## src/rtl/bin2bcd_seq.sv

```systemverilog
// Sequential binary-to-BCD converter (shift-and-add-3), one iteration per clock,
// with valid/ready handshakes and an optional two's-complement magnitude/sign mode.
module bin2bcd_seq #(
  parameter int WIDTH  = 8,
  parameter int DIGITS = 3,
  parameter int SIGNED = 0
) (
  input  logic                  clk,
  input  logic                  rst,
  input  logic                  in_valid,
  output logic                  in_ready,
  input  logic [WIDTH-1:0]      bin,
  output logic                  out_valid,
  input  logic                  out_ready,
  output logic [4*DIGITS-1:0]   bcd,
  output logic                  neg
);

  localparam int DW = 4 * DIGITS;
  localparam int SW = DW + WIDTH;
  localparam int CW = $clog2(WIDTH + 1);
  localparam logic [CW-1:0] LAST = CW'(WIDTH - 1);

  typedef enum logic [1:0] {IDLE, SHIFT, DONE} state_t;

  state_t           state;
  logic [SW-1:0]    sreg;
  logic [SW-1:0]    sadj;
  logic [SW-1:0]    snext;
  logic [CW-1:0]    cnt;
  logic             neg_int;
  logic             is_neg;
  logic [WIDTH-1:0] mag;

  // Negation on WIDTH bits read as unsigned maps -2^(WIDTH-1) to 2^(WIDTH-1).
  always_comb begin
    is_neg = (SIGNED != 0) && bin[WIDTH-1];
    mag    = is_neg ? ('0 - bin) : bin;
  end

  // All digits are adjusted from pre-iteration values, then the register shifts.
  always_comb begin
    sadj = sreg;
    for (int unsigned i = 0; i < DIGITS; i++) begin
      if (sreg[WIDTH+4*i +: 4] >= 4'd5)
        sadj[WIDTH+4*i +: 4] = sreg[WIDTH+4*i +: 4] + 4'd3;
    end
    snext = {sadj[SW-2:0], 1'b0};
  end

  always_ff @(posedge clk) begin
    if (rst) begin
      state     <= IDLE;
      in_ready  <= 1'b1;
      out_valid <= 1'b0;
      bcd       <= '0;
      neg       <= 1'b0;
      sreg      <= '0;
      cnt       <= '0;
      neg_int   <= 1'b0;
    end else begin
      case (state)
        IDLE: begin
          if (in_valid) begin
            sreg     <= {{DW{1'b0}}, mag};
            neg_int  <= is_neg;
            cnt      <= '0;
            in_ready <= 1'b0;
            state    <= SHIFT;
          end
        end
        SHIFT: begin
          sreg <= snext;
          cnt  <= cnt + 1'b1;
          if (cnt == LAST) begin
            bcd       <= snext[SW-1 -: DW];
            neg       <= neg_int;
            out_valid <= 1'b1;
            state     <= DONE;
          end
        end
        DONE: begin
          if (out_ready) begin
            out_valid <= 1'b0;
            in_ready  <= 1'b1;
            state     <= IDLE;
          end
        end
        default: state <= IDLE;
      endcase
    end
  end

endmodule
```

## config.mk

```make
export PLATFORM = sky130hd
export DESIGN_NAME = bin2bcd_seq
export DESIGN_NICKNAME = d
export VERILOG_FILES = /design/src/rtl/bin2bcd_seq.sv
export SDC_FILE = /design/constraint.sdc
export NUM_CORES = 1
export LEC_CHECK = 0
export ABC_CLOCK_PERIOD_IN_PS = 2590
export CELL_PAD_IN_SITES_DETAIL_PLACEMENT = 0
export CELL_PAD_IN_SITES_GLOBAL_PLACEMENT = 1
export CORE_MARGIN = 1
export CORE_UTILIZATION = 44
export DETAILED_ROUTE_END_ITERATION = 8
export PLACE_DENSITY_LB_ADDON = 0.1
export SETUP_SLACK_MARGIN = 0.3
export SLEW_MARGIN = 10
export SYNTH_ARGS = -nofsm -noshare
export SYNTH_HDL_FRONTEND = slang
export SYNTH_SLANG_ARGS = --single-unit
```

## constraint.sdc

```tcl
create_clock -name clk -period 2.59 [get_ports clk]
set_input_delay 0.518 -clock clk [delete_from_list [all_inputs] [get_ports clk]]
set_output_delay 0.518 -clock clk [all_outputs]
set_load 0.03 [all_outputs]
```

==> flow_summary.yaml <==
timing:
  final_period_minus_worst_setup_slack_ns: 1.87
  hold_viol_final: 0
  worst-slew-pin-transition_ns: 0.531
  worst_clock_skew_ns: 0.00743
  setup-tns-final_ns: 0
  fin_ws_ns: 0.718
  max_slew_margin_pct: 64.6
  min_period_over_period_pct: 72.3
  highest_clock_rate_mhz: 534
  slew_viol_final: 0
  grt_setup_unrepaired: "false"
  setup_violations: 0
synth:
  post-synth-top-area-fraction_pct: 41.4
  synth_seq_area_share_pct: 41.4
  synthDistinctLibCells: 37
  synth_area_leader_cell: "dfxtp_1"
  ys_seq_elements: 40
  cell_types_occupying_the_most_area_after_synthesis: "dfxtp_1 41%, nor2_1 6.6%, a21oi_1 5.4%, ha_1 4.5%, o22ai_2 3.9%"
  synth.avg_cell_area_um2: 8.79
  syn-num-nets: 239
  syn-instance-count: 220
  yosys_warnings: 0
  synth_area_um2: 1930
grt:
  number_of_global_route_vias_before_repair: 1624
  grtUsageTotal_pct: 21.3
  global_route_wire_length_before_repair_um: 7330
  global_route.overflow_total: 0
  grt_max_degree: 35
  antenna_found_initial: 0
pwr:
  seq_power_share_pct: 50.7
  power_frac_comb_pct: 9.3
  vdd_drop_max_mv: 0.238
  net-switching-power_mw: 0.298
  power.static_leakage_nw: 0.843
  power_density_nw_per_um2: 548
  clkPwrFrac_pct: 40.1
  p_sw_share_pct: 23.5
  internal-power_mw: 0.967
setup_path:
  timing.critical_path.cells: "clkdlybuf4s50_1"
  critPathKind: "flip-flop to primary output"
  regToRegStartpoint: "state[0]"
  worst-endpoint-required_ns: 2.07
  setup.worst_path.end_class: "primary output"
  setup.reg_to_reg.worst_slack_ns: 0.81
  rr_endpoint: "bcd[11]"
  critical_path.max_stage_delay_ns: 0.69
  worst_setup_path_start_kind: "flip-flop"
  critical_path.slowest_cell: "clkdlybuf4s50_1"
  cp_top_family: "buffers and inverters"
  reg2reg_depth: 6
  cp_max_fo: 3
  worst-endpoint-arrival_ns: 1.35
  worstPathBufferInverterCount: 1
floorplanning:
  die_h_um: 68.3
  initial_utilization_pct: 47.0
  top_level_ports: 27
  placeableCoreArea_um2: 4120
  fp.dieW_um: 68.3
  die_area_um2: 4670
  floorplan.rows: 23
worst_hold_path:
  holdPathEnd: "out_valid"
  min_delay_worst_type: "flip-flop to flip-flop"
  hold_critical_path_depth: 2
  min_from: "out_valid"
job:
  cap_violations: 0
clock_network:
  cts_num_sinks: 40
  cts_hold_repair.buffers: 0
  clk_pin_slew_ns: 0.08
  root_buffer: "clkbuf_8"
  ctsResizeCount: 0
  tritoncts.num_buffers: 5
  cts_tree: "done"
  clockBufferDepth: 2
  worst_skew_pair.late_latency_ns: 0.29
  ctsHtreeMaxLevel: 2
  post_cts_buffers: 0
drt:
  drt_pre_antenna_iters: 4
  drt_total_wl_um: 4270
  vias_per_cell: 5.51
  drt_drc_violations_left: 0
  ant_nets: 0
  drt_first_iter_violations: 91
  route.vias.total: 1619
  routedWlPerCell_um: 14.5
outcome:
  run_status: "finished, final reports clean"
placed_design:
  setup_slack_after_placement_ns: 0.461
  dp.final_hpwl_um: 2950
  port_buffers: 25
  final_weighted_congestion_in_routability_driven_placement: 0.756
layout:
  most-common-layout-cells: "40 x dfxtp_1, 34 x nor2_1, 25 x clkdlybuf4s50_1"
  flow.area_growth_from_synthesis_pct: 19.3
  drive_gt1_share_pct: 11.9
  num_antenna_cells: 0
  finish.net_count: 262
  most_common_library_cell_in_the_layout_ignoring_fill_and_taps: "dfxtp_1"
[Yosys cell counts]
master / instances
a21oi_1: 21
o221a_2: 2
nor3_1: 7
o21bai_1: 1
nor2_2: 2
buf_2: 4
nand2b_1: 11
a22oi_1: 5
buf_4: 3
nor3b_1: 5
or3_1: 1
xnor2_1: 3
a2111oi_2: 1
ha_1: 7
o22ai_1: 3
nor2_1: 34
conb_1: 1
buf_6: 2
inv_1: 11
o22ai_2: 6
nand3_1: 4
mux2_2: 4
nand2_1: 3
or2_0: 1
clkbuf_1: 5
mux2i_1: 1
dfxtp_1: 40
o21ai_0: 10
nor2b_1: 3
o32ai_1: 5
nand3b_1: 4
nand3b_4: 1
a211oi_1: 5
or2_2: 1
o21a_1: 1
a2bb2oi_1: 1
a31oi_1: 1
[flip-flops by register name (all words and copies together), names as in the netlist]
| signal | cells |
|---|---|
| in_ready | 1 |
| out_valid | 1 |
| bcd | 12 |
| state | 2 |
| sreg | 20 |
| cnt | 4 |
[through the flow]
step / util (%) / hold slack [ns] / cells / cell area (um^2) / total power [mW]
detailed placement: 53.5 / 0.466 / 286 / 2200 / 0.770
global placement: 53.5 / 0.466 / 286 / 2200 / 0.766
finish: 56.1 / 0.485 / 294 / 2310 / 1.26
global route: 56.1 / 0.515 / 294 / 2310 / 1.32
CTS: 56.1 / 0.481 / 294 / 2310 / 1.27
floorplan: - / 0.457 / 220 / 1930 / 0.732
[cell type report]
cell class,count,area (um^2)
timing repair buffer,30,288
multi-input combinational,155,1010
sequential,40,801
clock buffer,6,72.6
inverter,11,41.3
clock inverter,2,35.0
tap,50,62.6
fill,355,1810
[metal layers]
layer	global-route usage, %	vias to the layer above	routed length [um]
met3	5.67	6	123
met2	36.8	26	2070
li1	-	814	-
met5	0	-	0
met4	6.77	0	53
met1	25.5	773	2020
[logic make-up after synthesis]
group / share of synthesized area [%]
adder cells (fa/ha/maj): 4.53
AND/OR/NAND/NOR: 20.7
other: 0.194
buffers and inverters: 6.47
multiplexers: 2.85
flip-flops: 41.4
AO/OA/AOI/OAI: 22.5
XOR/XNOR: 1.36
[worst max path at each step]
stage              from        to  slack [ns]  cells after the start
6_report       in_ready  in_ready        0.72                      1
5_1_grt        in_valid  sreg[15]        0.63                      5
4_1_cts        in_ready  in_ready        0.72                      1
3_5_place_dp   in_valid    cnt[1]        0.46                      5
3_3_place_gp   in_valid  sreg[11]        0.51                      5
2_1_floorplan  sreg[12]    bcd[6]        1.11                      6
[power groups by stage]
stage          sequential, mW  clock, mW  combinational, mW
2_1_floorplan           0.656          0             0.0761
3_3_place_gp            0.654          0              0.112
3_5_place_dp            0.655          0              0.116
4_1_cts                 0.640      0.514              0.116
5_1_grt                 0.642      0.546              0.130
6_report                0.641      0.507              0.117
Power figures use the tool's default switching activity.
